[config.mk]
export PLATFORM = sky130hd
export DESIGN_NAME = mantissa_aligner
export DESIGN_NICKNAME = d
export VERILOG_FILES = /design/src/rtl/fpu_add_pkg.sv /design/src/rtl/mantissa_aligner_sticky_shift_step.sv /design/src/rtl/mantissa_aligner.sv
export SDC_FILE = /design/constraint.sdc
export NUM_CORES = 1
export LEC_CHECK = 0
export ABC_AREA = 1
export BUFFER_PORTS_ARGS = -buffer_cell sky130_fd_sc_hd__buf_2
export CORE_ASPECT_RATIO = 0.5
export CORE_MARGIN = 8
export CORE_UTILIZATION = 54
export DETAILED_ROUTE_END_ITERATION = 16
export PLACE_DENSITY = 0.87
export SLEW_MARGIN = 20
export SYNTH_ARGS = -nofsm -noshare
export SYNTH_HDL_FRONTEND = slang
export SYNTH_HIERARCHICAL = 1
export SYNTH_SLANG_ARGS = --single-unit
[constraint.sdc]
create_clock -name Clk -period 6.4 [get_ports Clk]
set_input_delay 1.28 -clock Clk [delete_from_list [all_inputs] [get_ports Clk]]
set_output_delay 1.28 -clock Clk [all_outputs]
set_load 0.005 [all_outputs]
[src/rtl/fpu_add_pkg.sv]
// ---------------------------------------------------------------------------
// fpu_add_pkg
//   Shared constants and types for the floating-point adder datapath.
//   MANT_W      : significand width including the hidden bit
//   GRS_W       : guard/round/sticky extension appended below the significand
//   ALIGN_W     : width of the aligned (extended) significand
//   SHIFT_CLAMP : shifts at or beyond this distance only contribute sticky
// ---------------------------------------------------------------------------
package fpu_add_pkg;

  localparam int unsigned MANT_W      = 24;
  localparam int unsigned GRS_W       = 3;
  localparam int unsigned ALIGN_W     = MANT_W + GRS_W;
  localparam int unsigned SHIFT_CLAMP = 27;

  typedef enum logic [1:0] {
    IDLE  = 2'd0,
    SHIFT = 2'd1,
    DONE  = 2'd2
  } aligner_state_t;

endpackage

[src/rtl/mantissa_aligner_sticky_shift_step.sv]
// ---------------------------------------------------------------------------
// sticky_shift_step
//   One combinational right-shift step with sticky collection.
//   i_data  : ALIGN_W-bit value to shift
//   i_shamt : shift distance for this step (0..31, caller bounds it)
//   o_data  : i_data >> i_shamt, with bit0 ORed with every bit shifted out
// ---------------------------------------------------------------------------
module sticky_shift_step
  import fpu_add_pkg::*;
#(
  parameter int unsigned SHIFT_W = ALIGN_W
) (
  input  logic [SHIFT_W-1:0] i_data,
  input  logic [4:0]         i_shamt,
  output logic [SHIFT_W-1:0] o_data
);

  logic [SHIFT_W-1:0] w_ones;
  logic [SHIFT_W-1:0] w_lost;
  logic [SHIFT_W-1:0] w_shifted;

  always_comb begin
    w_ones    = '1;
    // Bits below the shift distance are the ones that fall off the end.
    w_lost    = i_data & ~(w_ones << i_shamt);
    w_shifted = i_data >> i_shamt;
    o_data    = w_shifted;
    o_data[0] = w_shifted[0] | (|w_lost);
  end

endmodule

[src/rtl/mantissa_aligner.sv]
// ---------------------------------------------------------------------------
// mantissa_aligner
//   Swaps the two significands so the larger-exponent one passes unshifted,
//   then right-shifts the smaller one up to MAX_STEP bits per clock,
//   accumulating guard/round/sticky for the significand adder.
//
//   Clk, Rst_n       : rising-edge clock, asynchronous active-low reset
//   InValid/InReady  : input handshake (InReady only in IDLE)
//   Mantissa1/2      : significands including hidden bit
//   Difference       : |Exponent1 - Exponent2|
//   Sign             : 1 when Exponent1 < Exponent2
//   OutValid/OutReady: output handshake (OutValid only in DONE)
//   LargerMantissa   : unshifted larger-exponent significand
//   AlignedMantissa  : shifted smaller significand, [2:0] = G,R,S
//   Swapped          : registered Sign
// ---------------------------------------------------------------------------
module mantissa_aligner
  import fpu_add_pkg::*;
#(
  parameter int unsigned MANT_W   = fpu_add_pkg::MANT_W,
  parameter int unsigned MAX_STEP = 8
) (
  input  logic                Clk,
  input  logic                Rst_n,
  input  logic                InValid,
  output logic                InReady,
  input  logic [MANT_W-1:0]   Mantissa1,
  input  logic [MANT_W-1:0]   Mantissa2,
  input  logic [7:0]          Difference,
  input  logic                Sign,
  output logic                OutValid,
  input  logic                OutReady,
  output logic [MANT_W-1:0]   LargerMantissa,
  output logic [MANT_W+2:0]   AlignedMantissa,
  output logic                Swapped
);

  localparam int unsigned AW = MANT_W + GRS_W;

  aligner_state_t    r_state;
  aligner_state_t    w_next;
  logic [MANT_W-1:0] r_larger;
  logic [AW-1:0]     r_shift;
  logic              r_swapped;
  logic [4:0]        r_rem;

  logic [4:0]        w_clamp;
  logic [4:0]        w_k;
  logic [AW-1:0]     w_step_out;
  logic [MANT_W-1:0] w_small;
  logic              w_accept;

  assign InReady         = (r_state == IDLE);
  assign OutValid        = (r_state == DONE);
  assign LargerMantissa  = r_larger;
  assign AlignedMantissa = r_shift;
  assign Swapped         = r_swapped;

  assign w_accept = InValid && (r_state == IDLE);
  assign w_small  = Sign ? Mantissa1 : Mantissa2;
  // Every distance of SHIFT_CLAMP or more leaves only sticky, so 5 bits suffice.
  assign w_clamp  = (Difference >= 8'(SHIFT_CLAMP)) ? 5'(SHIFT_CLAMP) : Difference[4:0];
  assign w_k      = (r_rem > 5'(MAX_STEP)) ? 5'(MAX_STEP) : r_rem;

  sticky_shift_step #(
    .SHIFT_W (AW)
  ) u_step (
    .i_data  (r_shift),
    .i_shamt (w_k),
    .o_data  (w_step_out)
  );

  always_comb begin
    w_next = r_state;
    case (r_state)
      IDLE:    if (w_accept) w_next = (w_clamp == 5'd0) ? DONE : SHIFT;
      SHIFT:   if (r_rem == w_k) w_next = DONE;
      DONE:    if (OutReady) w_next = IDLE;
      default: w_next = IDLE;
    endcase
  end

  always_ff @(posedge Clk or negedge Rst_n) begin
    if (!Rst_n) begin
      r_state   <= IDLE;
      r_larger  <= '0;
      r_shift   <= '0;
      r_swapped <= 1'b0;
      r_rem     <= '0;
    end else begin
      r_state <= w_next;
      case (r_state)
        IDLE: begin
          if (w_accept) begin
            r_larger  <= Sign ? Mantissa2 : Mantissa1;
            r_shift   <= {w_small, {GRS_W{1'b0}}};
            r_swapped <= Sign;
            r_rem     <= w_clamp;
          end
        end
        SHIFT: begin
          r_shift <= w_step_out;
          r_rem   <= r_rem - w_k;
        end
        default: ;
      endcase
    end
  end

endmodule

==> qor.txt <==
vias in the first global route = 5204
most used cell, CP = o21ai_1
CTS tree = done
sequential share of the synthesized area = 31.55%
clock power share = 15.1%
cell depth of the worst setup path = 13
fraction of registers with async set or reset after synthesis = 100.0%
fin util = 64.37%
port bufs = 114
met2 GRT Util = 43.59%
simple-gate share of the synthesized area = 42.19%
Pleak = 2.784 nW
# clock sinks = 59
vias post-DR = 5843
most common cell in the netlist = nand2_1
Layout Nets = 918
# diodes = 0
met1 Use GR = 40.17%
Synth Area per Inst = 6.069 sq um
DR pass1 iterations = 6
Post-CTS Setup Inserts = 0
CP Class = reg -> reg
Avg WL per Cell = 18.62 um
Hold Fails Final Rpt = 0
Critical Path, Cell by Cell = inv_1, a31oi_1, nor2_1, buf_4, inv_2, nand2_1, o21ai_1, o21ai_1, o21ai_1, inv_1, o21ai_1, o21ai_0, o21ai_0
number of remaining DRC errors = 0
Worst Setup Start Kind = register
aggregate negative setup slack = 0 ns
clock skew = 0.007174 ns
Max Clk Rate = 321.7 MHz
Comb power frac = 59.6%
worst slew pin tran = 0.9065 ns
RSZ-0062 raised after global routing = false
Netlist cell types = 35
largest family of logic cells by synthesized area = simple AND/OR/NAND/NOR gates
vias per inst = 5.981
total CTS buffers = 9
die width = 147.7 um
number of synthesized register bits = 59
hold path cells = 2
DIE AREA = 0.01208 sq mm
Final ANT Viol Nets = 0
CP max-delay cell = inv_2
first-pass GRT wire length = 27630 um
Switching Share = 53.07%
Cell Pwr Density = 582.9 mW/mm^2
GRT busiest layer = met2
global router's overall resource usage = 29.38%
R2R depth = 13
Arr. time, crit path = 3.36 ns
Worst-path clk slew = 0.05 ns
post-synthesis instance total = 771
largest net degree at the start of global routing = 60
Final Slew Violations = 0
post-detail-place hpwl = 13010 um
GRT overflow = 0
num rows = 24
CP required = 6.65 ns
effective utilization at floorplan = 54.68%
number of hold buffers added after CTS = 0
Synth area leaders = dfrtp_1, nand2_1, nand3_1, o21ai_0, nor2_1
Compound-Gate Fraction of Synth Area = 16.66%
num ports = 115
GR Util met3 = 10.17%
final wirelength = 18190 um
Mapped Nets = 833
Main synth FF type = dfrtp_1
Flop pwr share = 25.3%
peak supply drop = 357.1 uV
Final setup viols = 0
final period utilization = 48.57%
number of synthesized flops with an enable pin = 0
routability cong. = 0.9668
Starting DRT DRC Count = 872
Hold Path Class = reg -> reg
largest delay contributor family on the critical path = compound AO/OA/AOI/OAI gates
Setup crit end kind = register
most common library cells after synthesis = nand2_1, nand3_1, dfrtp_1, nor2_1, o21ai_0
fraction of synthesized area in multiplexers = 0.2139%
Mapped Area = 0.004679 sq mm
Net Sw Power = 1.704 mW
PostCTS Resize Cnt = 0
initial antenna violation count = 0
Int Pwr = 1.507 mW
layout cells sized above 1 = 17.56%
Yosys top cell area share = 31.55%
Synth area leader = dfrtp_1
Die Y = 81.83 um
Rel. slew slack = 39.35%
Post-Synth XOR/XNOR Area = 0%
Ys Warns = 6
outcome = completed
core area = 0.008558 sq mm
min cycle time layout = 3.109 ns
clock buffer depth = 2
H-tree depth = 3
Synth Area in Adders = 0.2674%
critical path peak fanout = 32
CP peak stage delay = 0.46 ns
CP bufs+invs = 4
Clk Latency, worst-skew pair = 0.33 ns
Area Overhead vs Synth = 17.73%
Root Driver = clkbuf_16
Max Cap Viol = 0
==> tightest hold or removal path, cell delays in order, from the launching register on <==
cell	delay, ns
dfrtp_1	0.35
nand2_1	0.05
o21ai_0	0.06
==> registers in the layout (all words and copies together) (netlist names) <==
signal	count
Swapped	1
LargerMantissa	24
r_rem	5
r_state	2
AlignedMantissa	27
==> power by group through the flow <==
stage / clock network, mW / logic [mW] / registers (mW)
5_1_grt: 0.506 / 2.10 / 0.819
3_5_place_dp: 0 / 1.81 / 0.790
6_report: 0.486 / 1.91 / 0.811
2_1_floorplan: 0 / 1.28 / 0.716
3_3_place_gp: 0 / 1.79 / 0.793
4_1_cts: 0.488 / 1.83 / 0.790
==> final timing paths <==
check | startpoint | end | slack [ns]
max reg2reg | r_rem[4]$_DFFE_PN0P_ | AlignedMantissa[11]$_DFFE_PN0P_ | 3.29
min reg2reg | Swapped$_DFFE_PN0P_ | Swapped$_DFFE_PN0P_ | 0.50
max | r_rem[4]$_DFFE_PN0P_ | AlignedMantissa[11]$_DFFE_PN0P_ | 3.29
min | Swapped$_DFFE_PN0P_ | Swapped$_DFFE_PN0P_ | 0.50
max in group asynchronous | Rst_n | LargerMantissa[12]$_DFFE_PN0P_ | 4.77
min in group asynchronous | Rst_n | r_state[0]$_DFFE_PN0P_ | 1.12
==> area by class of cell <==
class | count | area, sq um
well taps | 117 | 146.4
clock buffers | 11 | 242.7
repair buffers | 121 | 643.1
multi-input cells | 621 | 2784
fillers | 774 | 3049
inverters | 44 | 165.2
clock inverters | 4 | 51.30
flip-flops and latches | 59 | 1476
==> layout by cell type (no fill, tap or decap), types with 6 or more instances in the layout <==
master     instances
clkbuf_16          9
buf_4              6
buf_2            114
nand4_1            7
nand3_1           97
dfrtp_1           59
o21ai_0           55
nand2_1          302
a31oi_1           25
o21ai_1           37
nor2_1            57
inv_1             38
==> cell families after synthesis <==
kind of cell | after synthesis
buf+inv | 91
fa+ha+maj | 1
flops | 59
simple gates | 477
other cells | 2
compound gates | 140
mux | 1
==> per-stage QoR <==
step                      instance area, sq um  hold slack [ns]  cells  power, mW  worst slack (ns)
after floorplan                           4679           0.4763    771      2.001             4.307
after global placement                    5187           0.4914    961      2.586             3.210
after detailed placement                  5187           0.4948    961      2.599             3.152
after CTS                                 5482           0.5086    976      3.104             3.419
after global routing                      5509           0.5379    977      3.430             3.056
final                                     5509           0.5045    977      3.211             3.291
==> routing by layer <==
layer	vias up	part of all wire, %	wire length [um]
met1	2704	43	7736
met2	385	42	7653
met4	0	2.1	382
met3	41	13	2418
li1	2713	-	-
met5	-	0	0
Note: power is estimated with default switching activity, not from simulation.
